## config.mk

```make
export PLATFORM = sky130hd
export DESIGN_NAME = rep_acq_sequencer_flat
export DESIGN_NICKNAME = d
export VERILOG_FILES = /design/src/rtl/rep_acq_if.sv /design/src/rtl/rep_acq_sequencer.sv /design/src/flat_wrapper.sv
export SDC_FILE = /design/constraint.sdc
export NUM_CORES = 1
export LEC_CHECK = 0
export BUFFER_PORTS_ARGS = -buffer_cell sky130_fd_sc_hd__buf_2
export CAP_MARGIN = 10
export CORE_MARGIN = 2
export CORE_UTILIZATION = 35
export CTS_CLUSTER_SIZE = 8
export DETAILED_ROUTE_END_ITERATION = 7
export SKIP_CTS_REPAIR_TIMING = 1
export SLEW_MARGIN = 5
export SYNTH_ARGS = -nofsm -noshare
export SYNTH_HDL_FRONTEND = slang
export SYNTH_SLANG_ARGS = --single-unit
export TNS_END_PERCENT = 1
```

## constraint.sdc

```tcl
create_clock -name clk -period 3 [get_ports clk]
set_clock_uncertainty 0.1 [all_clocks]
set_input_delay 0.15 -clock clk [delete_from_list [all_inputs] [get_ports clk]]
set_output_delay 0.15 -clock clk [all_outputs]
set_load 0.05 [all_outputs]
```

## src/rtl/rep_acq_if.sv

```systemverilog
// Host register port and capture-engine handshake for the repetition sequencer.
// The master is the host/engine side and the slave is the sequencer.
interface rep_acq_if #(
  parameter int ADDR_W = 32,
  parameter int SMP_W  = 8
);
  logic              cfg_we;
  logic [2:0]        cfg_addr;
  logic [31:0]       cfg_wdata;
  logic [31:0]       cfg_rdata;
  logic              cap_we_in;
  logic              cap_arm;
  logic [SMP_W-1:0]  cap_delay;
  logic [SMP_W-1:0]  cap_len;
  logic [ADDR_W-1:0] cap_base_addr;

  modport master (
    output cfg_we, cfg_addr, cfg_wdata, cap_we_in,
    input  cfg_rdata, cap_arm, cap_delay, cap_len, cap_base_addr
  );

  modport slave (
    input  cfg_we, cfg_addr, cfg_wdata, cap_we_in,
    output cfg_rdata, cap_arm, cap_delay, cap_len, cap_base_addr
  );
endinterface

```

## src/rtl/rep_acq_sequencer.sv

```systemverilog
// Repetition-triggered acquisition controller: arms the capture engine once per
// repetition, steps the BRAM base address and reports completion/errors to the host.
module rep_acq_sequencer #(
  parameter int                ADDR_W    = 32,
  parameter logic [ADDR_W-1:0] BASE_ADDR = 'h40000000,
  parameter int                REP_W     = 24,
  parameter int                SMP_W     = 8,
  parameter int                TO_W      = 32
) (
  input  logic     clk,
  input  logic     rst_n,
  rep_acq_if.slave bus,
  input  logic     ext_start,
  input  logic     trig,
  output logic     busy,
  output logic     done,
  output logic     irq
);
  typedef enum logic [2:0] {S_IDLE, S_ARM, S_WAIT_TRIG, S_CAPTURE, S_NEXT, S_DONE} state_t;

  state_t state_reg, state_next;

  logic [SMP_W-1:0]  delay_reg, len_reg, sh_delay_reg, sh_len_reg, wr_cnt_reg;
  logic [REP_W-1:0]  nrep_reg, sh_nrep_reg, rep_idx_reg, reps_done_reg;
  logic [ADDR_W-1:0] stride_reg, sh_stride_reg, base_reg;
  logic [TO_W-1:0]   timeout_reg, sh_timeout_reg, to_cnt_reg;
  logic              trig_d_reg, busy_reg, done_reg, cap_arm_reg, to_hit_reg;
  logic              done_sticky_reg, timeout_err_reg, cfg_err_reg, aborted_reg, overrun_reg;
  logic [31:0]       rdata_reg, rdata_next;

  logic ctrl_wr, start_go, abort_go, cfg_ok, trig_edge, timeout_hit, len_reached, last_rep;

  always_comb begin
    ctrl_wr     = bus.cfg_we && (bus.cfg_addr == 3'd0);
    abort_go    = ctrl_wr && bus.cfg_wdata[1];
    // Abort beats a simultaneous start, even from IDLE.
    start_go    = ((ctrl_wr && bus.cfg_wdata[0]) || ext_start) && !abort_go;
    cfg_ok      = (nrep_reg != '0) && (len_reg != '0);
    trig_edge   = trig && !trig_d_reg;
    timeout_hit = (sh_timeout_reg != '0) && (to_cnt_reg == sh_timeout_reg - TO_W'(1));
    // The write that brings the count to LEN ends the repetition in the same cycle.
    len_reached = bus.cap_we_in && (wr_cnt_reg + SMP_W'(1) == sh_len_reg);
    last_rep    = (rep_idx_reg + REP_W'(1) == sh_nrep_reg);
  end

  always_comb begin
    state_next = state_reg;
    unique case (state_reg)
      S_IDLE:      if (start_go && cfg_ok) state_next = S_ARM;
      S_ARM:       state_next = S_WAIT_TRIG;
      S_WAIT_TRIG: if (timeout_hit) state_next = S_DONE;
                   else if (trig_edge) state_next = S_CAPTURE;
      S_CAPTURE:   if (timeout_hit) state_next = S_DONE;
                   else if (len_reached) state_next = S_NEXT;
      S_NEXT:      state_next = last_rep ? S_DONE : S_ARM;
      S_DONE:      state_next = S_IDLE;
      default:     state_next = S_IDLE;
    endcase
    if (abort_go && state_reg != S_IDLE) state_next = S_IDLE;
  end

  always_ff @(posedge clk or negedge rst_n) begin
    if (!rst_n) begin
      state_reg       <= S_IDLE;
      delay_reg       <= '0;
      len_reg         <= '0;
      nrep_reg        <= '0;
      stride_reg      <= '0;
      timeout_reg     <= '0;
      sh_delay_reg    <= '0;
      sh_len_reg      <= '0;
      sh_nrep_reg     <= '0;
      sh_stride_reg   <= '0;
      sh_timeout_reg  <= '0;
      wr_cnt_reg      <= '0;
      rep_idx_reg     <= '0;
      reps_done_reg   <= '0;
      base_reg        <= BASE_ADDR;
      to_cnt_reg      <= '0;
      trig_d_reg      <= 1'b0;
      busy_reg        <= 1'b0;
      done_reg        <= 1'b0;
      cap_arm_reg     <= 1'b0;
      to_hit_reg      <= 1'b0;
      done_sticky_reg <= 1'b0;
      timeout_err_reg <= 1'b0;
      cfg_err_reg     <= 1'b0;
      aborted_reg     <= 1'b0;
      overrun_reg     <= 1'b0;
    end else begin
      state_reg  <= state_next;
      trig_d_reg <= trig;
      done_reg   <= 1'b0;

      if (bus.cfg_we) begin
        unique case (bus.cfg_addr)
          3'd1:    delay_reg   <= bus.cfg_wdata[SMP_W-1:0];
          3'd2:    len_reg     <= bus.cfg_wdata[SMP_W-1:0];
          3'd3:    nrep_reg    <= bus.cfg_wdata[REP_W-1:0];
          3'd4:    stride_reg  <= bus.cfg_wdata[ADDR_W-1:0];
          3'd5:    timeout_reg <= bus.cfg_wdata[TO_W-1:0];
          3'd6: begin
            if (bus.cfg_wdata[1]) done_sticky_reg <= 1'b0;
            if (bus.cfg_wdata[2]) timeout_err_reg <= 1'b0;
            if (bus.cfg_wdata[3]) cfg_err_reg     <= 1'b0;
            if (bus.cfg_wdata[4]) aborted_reg     <= 1'b0;
            if (bus.cfg_wdata[5]) overrun_reg     <= 1'b0;
          end
          default: ;
        endcase
      end

      // Sticky sets below are placed after the clears so a same-cycle event wins.
      if (trig_edge && state_reg == S_CAPTURE) overrun_reg <= 1'b1;

      if (abort_go && state_reg != S_IDLE) begin
        cap_arm_reg <= 1'b0;
        busy_reg    <= 1'b0;
        aborted_reg <= 1'b1;
      end else begin
        unique case (state_reg)
          S_IDLE: if (start_go) begin
            if (cfg_ok) begin
              sh_delay_reg   <= delay_reg;
              sh_len_reg     <= len_reg;
              sh_nrep_reg    <= nrep_reg;
              sh_stride_reg  <= stride_reg;
              sh_timeout_reg <= timeout_reg;
              rep_idx_reg    <= '0;
              reps_done_reg  <= '0;
              base_reg       <= BASE_ADDR;
              busy_reg       <= 1'b1;
              to_hit_reg     <= 1'b0;
            end else begin
              cfg_err_reg <= 1'b1;
            end
          end
          S_ARM: begin
            cap_arm_reg <= 1'b1;
            to_cnt_reg  <= '0;
            wr_cnt_reg  <= '0;
          end
          S_WAIT_TRIG, S_CAPTURE: begin
            to_cnt_reg <= to_cnt_reg + TO_W'(1);
            if (state_reg == S_CAPTURE && bus.cap_we_in) wr_cnt_reg <= wr_cnt_reg + SMP_W'(1);
            if (timeout_hit) begin
              timeout_err_reg <= 1'b1;
              to_hit_reg      <= 1'b1;
              cap_arm_reg     <= 1'b0;
            end else if (state_reg == S_WAIT_TRIG && trig_edge) begin
              cap_arm_reg <= 1'b0;
            end
          end
          S_NEXT: begin
            reps_done_reg <= reps_done_reg + REP_W'(1);
            rep_idx_reg   <= rep_idx_reg + REP_W'(1);
            base_reg      <= base_reg + sh_stride_reg;
          end
          S_DONE: begin
            busy_reg    <= 1'b0;
            cap_arm_reg <= 1'b0;
            if (!to_hit_reg) begin
              done_reg        <= 1'b1;
              done_sticky_reg <= 1'b1;
            end
          end
          default: ;
        endcase
      end
    end
  end

  always_comb begin
    rdata_next = '0;
    unique case (bus.cfg_addr)
      3'd1:    rdata_next = 32'(delay_reg);
      3'd2:    rdata_next = 32'(len_reg);
      3'd3:    rdata_next = 32'(nrep_reg);
      3'd4:    rdata_next = 32'(stride_reg);
      3'd5:    rdata_next = 32'(timeout_reg);
      3'd6:    rdata_next = 32'({overrun_reg, aborted_reg, cfg_err_reg,
                                 timeout_err_reg, done_sticky_reg, busy_reg});
      3'd7:    rdata_next = 32'(reps_done_reg);
      default: rdata_next = '0;
    endcase
  end

  always_ff @(posedge clk or negedge rst_n) begin
    if (!rst_n) rdata_reg <= '0;
    else        rdata_reg <= rdata_next;
  end

  assign bus.cfg_rdata     = rdata_reg;
  assign bus.cap_arm       = cap_arm_reg;
  assign bus.cap_delay     = sh_delay_reg;
  assign bus.cap_len       = sh_len_reg;
  assign bus.cap_base_addr = base_reg;
  assign busy              = busy_reg;
  assign done              = done_reg;
  assign irq               = done_sticky_reg | timeout_err_reg | cfg_err_reg;
endmodule

```

## src/flat_wrapper.sv

```systemverilog
// flat-port wrapper written by rule: the top's interface ports become plain ports
module rep_acq_sequencer_flat 
#(
  parameter int                ADDR_W    = 32,
  parameter logic [ADDR_W-1:0] BASE_ADDR = 'h40000000,
  parameter int                REP_W     = 24,
  parameter int                SMP_W     = 8,
  parameter int                TO_W      = 32
)
  (clk, rst_n, ext_start, trig, busy, done, irq, bus_cfg_we, bus_cfg_addr, bus_cfg_wdata, bus_cap_we_in, bus_cfg_rdata, bus_cap_arm, bus_cap_delay, bus_cap_len, bus_cap_base_addr);
  rep_acq_if #(.ADDR_W(ADDR_W), .SMP_W(SMP_W)) bus_i ();
  input  logic clk;
  input  logic rst_n;
  input  logic ext_start;
  input  logic trig;
  output logic busy;
  output logic done;
  output logic irq;
  input wire logic [$bits(bus_i.cfg_we)-1:0] bus_cfg_we;
  input wire logic [$bits(bus_i.cfg_addr)-1:0] bus_cfg_addr;
  input wire logic [$bits(bus_i.cfg_wdata)-1:0] bus_cfg_wdata;
  input wire logic [$bits(bus_i.cap_we_in)-1:0] bus_cap_we_in;
  output wire logic [$bits(bus_i.cfg_rdata)-1:0] bus_cfg_rdata;
  output wire logic [$bits(bus_i.cap_arm)-1:0] bus_cap_arm;
  output wire logic [$bits(bus_i.cap_delay)-1:0] bus_cap_delay;
  output wire logic [$bits(bus_i.cap_len)-1:0] bus_cap_len;
  output wire logic [$bits(bus_i.cap_base_addr)-1:0] bus_cap_base_addr;
  assign bus_i.cfg_we = bus_cfg_we;
  assign bus_i.cfg_addr = bus_cfg_addr;
  assign bus_i.cfg_wdata = bus_cfg_wdata;
  assign bus_i.cap_we_in = bus_cap_we_in;
  assign bus_cfg_rdata = bus_i.cfg_rdata;
  assign bus_cap_arm = bus_i.cap_arm;
  assign bus_cap_delay = bus_i.cap_delay;
  assign bus_cap_len = bus_i.cap_len;
  assign bus_cap_base_addr = bus_i.cap_base_addr;
  rep_acq_sequencer #(.ADDR_W(ADDR_W), .BASE_ADDR(BASE_ADDR), .REP_W(REP_W), .SMP_W(SMP_W), .TO_W(TO_W)) u_core (.clk(clk), .rst_n(rst_n), .bus(bus_i), .ext_start(ext_start), .trig(trig), .busy(busy), .done(done), .irq(irq));
endmodule
```

# Yosys cells after proc, flatten, opt, wreduce, memory -nomap -nowiden

Index checks and enable logic that the tools add are counted.

Register bits: 373
Output and inout port bits: 84
Logic and storage cells: 171

Multiplexer cells: 61
Equality and inequality tests: 25
Bitwise gates (word level): 3
$add $sub $neg: 6
Reductions and logical operators: 49

Operators with widths:

| cell                                                                 | count |
|---|---|
| 32-bit case mux with 7 select lines                                  | 1 |
| 32-bit case mux with 2 select lines                                  | 2 |
| 24-bit case mux with 2 select lines                                  | 2 |
| 32-bit two-way mux                                                   | 2 |
| 24-bit by 1-bit adder with 24-bit output, second input constant      | 2 |
| 24-bit two-way mux                                                   | 2 |
| 1-bit two-way mux                                                    | 39 |
| 32-bit by 1-bit adder with 32-bit output, second input constant      | 1 |
| 32-bit adder                                                         | 1 |
| 32-bit == test                                                       | 1 |
| 32-bit nonzero test                                                  | 1 |
| 32-bit by 1-bit subtractor with 32-bit output, second input constant | 1 |
| 24-bit == test                                                       | 1 |
| 24-bit nonzero test                                                  | 1 |
| 3-bit two-way mux                                                    | 7 |
| 3-bit == test, second input constant                                 | 6 |
| 2-bit nonzero test                                                   | 9 |
| 8-bit case mux with 2 select lines                                   | 1 |
| 3-bit case mux with 5 select lines                                   | 1 |
| 3-bit AND reduction                                                  | 5 |
| 2-bit AND reduction                                                  | 7 |
| 1-bit logical AND                                                    | 13 |
| 3-bit by 2-bit == test with 1-bit output, second input constant      | 4 |
| 4-bit by 1-bit != test with 1-bit output, second input constant      | 3 |
| other kinds (19)                                                     | 31 |

# Logic depth before layout (Yosys ltp)

Depth after elaboration: 9
Gate-level depth with buffers: 12
Gate-level depth less buffers: 11

# Worst setup path before layout

Ideal clock, no wire load.

Path kind: reg2reg
From: reg u_core.base_reg[0] (netlist: u_core.bus.cap_base_addr[0])
To: reg u_core.base_reg[20] (netlist: u_core.bus.cap_base_addr[20])
Setup slack: -0.462 ns
Stages on the path, launching flop included: 12
Required time: 2.767 ns
Library setup time: 0.133 ns
Period minus slack after synthesis: 3.462 ns
Arrival: 3.229 ns
Path through: dfrtp_1 -> ha_1 -> fa_1 -> a21o_1 -> a221oi_1 -> o21ai_0 -> a221oi_1 -> o21ai_0 -> a2111o_1 -> a31oi_1 -> xor2_1 -> o21ai_0

Longest elaborated chain between the ends: 2

RTL lines:

| item                                | RTL line                 | text |
|---|---|---|
| start, declared                     | rep_acq_sequencer.sv:25  | `logic [ADDR_W-1:0] stride_reg, sh_stride_reg, base_reg;` |
| start signal, assigned              | rep_acq_sequencer.sv:157 | `base_reg <= base_reg + sh_stride_reg;` |
| 32-bit adder                        | rep_acq_sequencer.sv:157 |  |
| 32-bit case mux with 2 select lines | rep_acq_sequencer.sv:121 | `unique case (state_reg)` |

Every way passes these cells.
A chain may end at the register's enable or synchronous reset.

# Final worst setup path

From: reg u_core.sh_timeout_reg[5]
To: reg u_core.state_reg[0]

Longest elaborated chain between the ends: 6
Elaborated cells between the ends (all ways): 11

RTL lines:

| item                                          | RTL line                                         | text |
|---|---|---|
| start, declared                               | rep_acq_sequencer.sv:26                          | `logic [TO_W-1:0] timeout_reg, sh_timeout_reg, to_cnt_reg;` |
| start signal, assigned                        | rep_acq_sequencer.sv:128                         | `sh_timeout_reg <= timeout_reg;` |
| 32-bit by 1-bit subtractor with 32-bit output | rep_acq_sequencer.sv:40                          | `timeout_hit = (sh_timeout_reg != '0) && (to_cnt_reg == sh_timeout_reg - TO_W'(1));` |
| 32-bit == test                                | rep_acq_sequencer.sv:40                          |  |
| 1-bit logical AND (*)                         | rep_acq_sequencer.sv:40                          |  |
| 3-bit two-way mux, on equally long branches   | rep_acq_sequencer.sv:53, rep_acq_sequencer.sv:51 |  |
| 3-bit case mux with 5 select lines            | rep_acq_sequencer.sv:48                          | `unique case (state_reg)` |
| 3-bit two-way mux                             | rep_acq_sequencer.sv:59                          | `if (abort_go && state_reg != S_IDLE) state_next = S_IDLE;` |
| end signal, assigned                          | rep_acq_sequencer.sv:91                          | `state_reg <= state_next;` |
| end, declared                                 | rep_acq_sequencer.sv:21                          | `state_t state_reg, state_next;` |

Every way passes the cells marked *; elsewhere a longest branch is shown, timed or not.

==> impl_metrics.ini <==
[layout]
post-route-cell-area_um2 = 23600
drive_gt1_share_pct = 21.3
stdcell_count = 3015
nNetsFinal = 2369
syn2layout_area_growth_pct = 22.0
antenna_cells = 0

[die]
start_util_pct = 35.2
die_y_um = 239
fp.coreArea_um2 = 54900
fp.dieW_um = 239
die-area_um2 = 57200
rows = 86
io_pins = 125

[power_and_ir_drop]
combPwrFrac_pct = 35.4
intPower_mw = 12.4
p_sw_mw = 7.66
finalPower_mw = 20.1
swShare_pct = 38.1
seqPwrFrac_pct = 37.1
power_density_nw_per_um2 = 851
cellLeakagePower_nw = 11.1
clock_power_share_pct = 27.5
irDropWorstVdd_mv = 0.471

[timing]
setup_viol = 8
finalMaxSlewViolations = 0
rsz0062_at_grt = true
slew_headroom_pct = 50.2
finalCriticalPeriod_ns = 3.26
finalCritPeriodShare_pct = 109
hold_viol = 0
max_clock_freq_mhz = 307
worst_slack_ns = -0.263
timing.setup.tns_ns = -0.963
worst_pin_slew_ns = 0.747

[detailed_routing]
num_vias = 16257
wl_per_cell_um = 19.1
vias_per_cell = 5.39
dr.pass1.iters = 6
drtIter0Drc = 1251
drc = 0
routed_wl_um = 57500
drtAntennaViolNets = 0

[clock_network]
clock-sinks = 373
clk_pin_slew_ns = 0.05
cts-root-buf = clkbuf_16
numCtsBuffers = 53
cts_tree = built
clk_latency_ns = 0.63
ctsHtreeMaxLevel = 2
clk_path_buf_depth = 3

[setup_path]
rr_worst_depth = 10
crit_path_end_kind = flip-flop
crit_chain = or4_4 -> or4_2 -> a32o_1 -> a31oi_2 -> a211oi_2 -> nand4_1 -> nor4b_4 -> buf_6 -> or4_1 -> o311ai_1
cp.buffers_inverters = 1
cpPeakStageDelay_ns = 0.63
rr_startpoint = u_core.sh_timeout_reg[5]
startpoint_type = flip-flop
critPathSlowestCell = or4_2
cpLargestDelayFamily = simple AND/OR/NAND/NOR gates
cp_max_fo = 6
crit_type = reg -> reg
cp.required_ns = 3.40
r2r_slack_ns = -0.26
rr_endpoint = u_core.state_reg[0]
crit_arrival_ns = 3.66

[logic_synthesis]
syn-num-nets = 2122
synth_area_per_cell_um2 = 9.47
ys_top_cells_by_area = dfrtp_1, nand2_1, mux2_2
ys_warn_count = 0
synth_top_cell_by_area = dfrtp_1
yosysTopAreaCellShare_pct = 48.1
synthArstFlopShare_pct = 100
ys_ff_latch = 373
seq_area_frac_synth_pct = 48.3
synth.cell_area_um2 = 19300
ys.flop_type = dfrtp_1
netlist_instances = 2043
synth_edf_count = 0
synth_cell_type_count = 88

[placement]
gp_congestion = 0.881
place_inst = 2899
numPortBuffers = 124
place_area_um2 = 21600
dp_hpwl_um = 40600

[global_route]
grt_max_degree = 138
grt_pass1_wl_um = 90300
overflow = 0
grt_use_total_pct = 19.9
antenna_found_initial = 0
grt.busiest_layer = met2
use_met3_pct = 3.39
grt_use_met2_pct = 31.9
grt_util_met1_pct = 27.5
grt_pass1_vias = 15978

[hold_path]
min_path_type = in -> reg
min_to = u_core.wr_cnt_reg[1]
holdPathStages = 4
min_from = bus_cap_we_in

[status]
violations = negative setup slack
outcome = complete, but fails checks

[run]
maxCapViolCount = 0
## per-stage QoR
stage / util, % / setup WS [ns] / hold WS, ns
finish: 43.0 / -0.263 / 0.0296
global route: 43.0 / -0.334 / 0.0424
CTS: 42.0 / -0.291 / -0.537
detailed placement: 39.3 / -0.295 / 0.114
global placement: 39.3 / -0.271 / 0.107
floorplan: - / -0.157 / -0.246
## worst max-delay path by stage
stage	startpoint	end	slack, ns	cells after the start
floorplan	u_core.sh_timeout_reg[5]	u_core.state_reg[0]	-0.16	11
global placement	u_core.sh_timeout_reg[0]	u_core.bus.cap_arm	-0.27	12
detailed placement	u_core.sh_timeout_reg[0]	u_core.bus.cap_arm	-0.29	12
CTS	u_core.sh_timeout_reg[0]	u_core.bus.cap_arm	-0.29	12
global route	u_core.sh_timeout_reg[5]	u_core.state_reg[0]	-0.33	10
finish	u_core.sh_timeout_reg[5]	u_core.state_reg[0]	-0.26	10
## tightest hold or removal path: cells and delay by family
kind / cells / cell delay, ns
compound gates: 2 / 0.29
buf+inv: 1 / 0.12
simple gates: 1 / 0.12
## power groups by stage
stage	sequential (mW)	combinational, mW	clock, mW
3_5_place_dp	7.48	6.97	0
5_1_grt	7.61	7.83	5.87
2_1_floorplan	7.83	4.14	0
4_1_cts	7.43	7.02	5.67
6_report	7.45	7.10	5.53
3_3_place_gp	7.45	6.86	0
## Yosys cell counts (19+ instances only)
| cell | instances |
|---|---|
| a21oi_1 | 55 |
| nand4_1 | 30 |
| o31ai_1 | 21 |
| xnor2_1 | 69 |
| nor2_1 | 107 |
| dfrtp_1 | 372 |
| clkbuf_1 | 86 |
| a31oi_1 | 23 |
| o21ai_0 | 161 |
| mux2_2 | 110 |
| and3_1 | 27 |
| ha_1 | 37 |
| a21o_1 | 19 |
| inv_1 | 26 |
| nand3_1 | 60 |
| a22oi_1 | 35 |
| nand2_1 | 456 |
| nor3_1 | 42 |
| xor2_1 | 61 |
| nor4_1 | 20 |
| mux2i_1 | 19 |
## final cells by class
| class | count | area (um2) |
|---|---|---|
| clock buffer | 72 | 1420 |
| clock inverter | 4 | 75.1 |
| fill | 5287 | 31300 |
| inverter | 26 | 97.6 |
| multi-input combinational | 1528 | 9580 |
| sequential | 373 | 9340 |
| tap | 704 | 881 |
| timing repair buffer | 308 | 2210 |
## kinds of logic (layout without fill, tap and decap cells)
group	count (synthesis)	after routing	synth area share [%]
DFF	373	373	48.3
xor gates and xnor gates	130	130	5.89
and+or+nand+nor	835	835	19.8
muxes	130	130	7.50
buffers and inverters	142	410	3.16
AOI/OAI and AO/OA	395	395	12.9
adders and majority gates	38	38	2.50
## layout by cell type (no fill, tap or decap), drive strengths merged, types with 60 or more instances in the layout
cell type / netlist / layout
nand2: 458 / 458
nor2: 108 / 108
buf: 25 / 271
xor2: 61 / 61
xnor2: 69 / 69
dfrtp: 372 / 372
mux2: 110 / 110
nand3: 60 / 60
clkbuf: 90 / 72
o21ai: 163 / 163
## per-layer routing
metal  vias to the layer above  share of wire, %
li1                       7663                 -
met1                      8098                46
met2                       395                47
met3                       101               4.8
met4                         0               2.7
met5                         -                 0
Power figures use the tool's default switching activity.
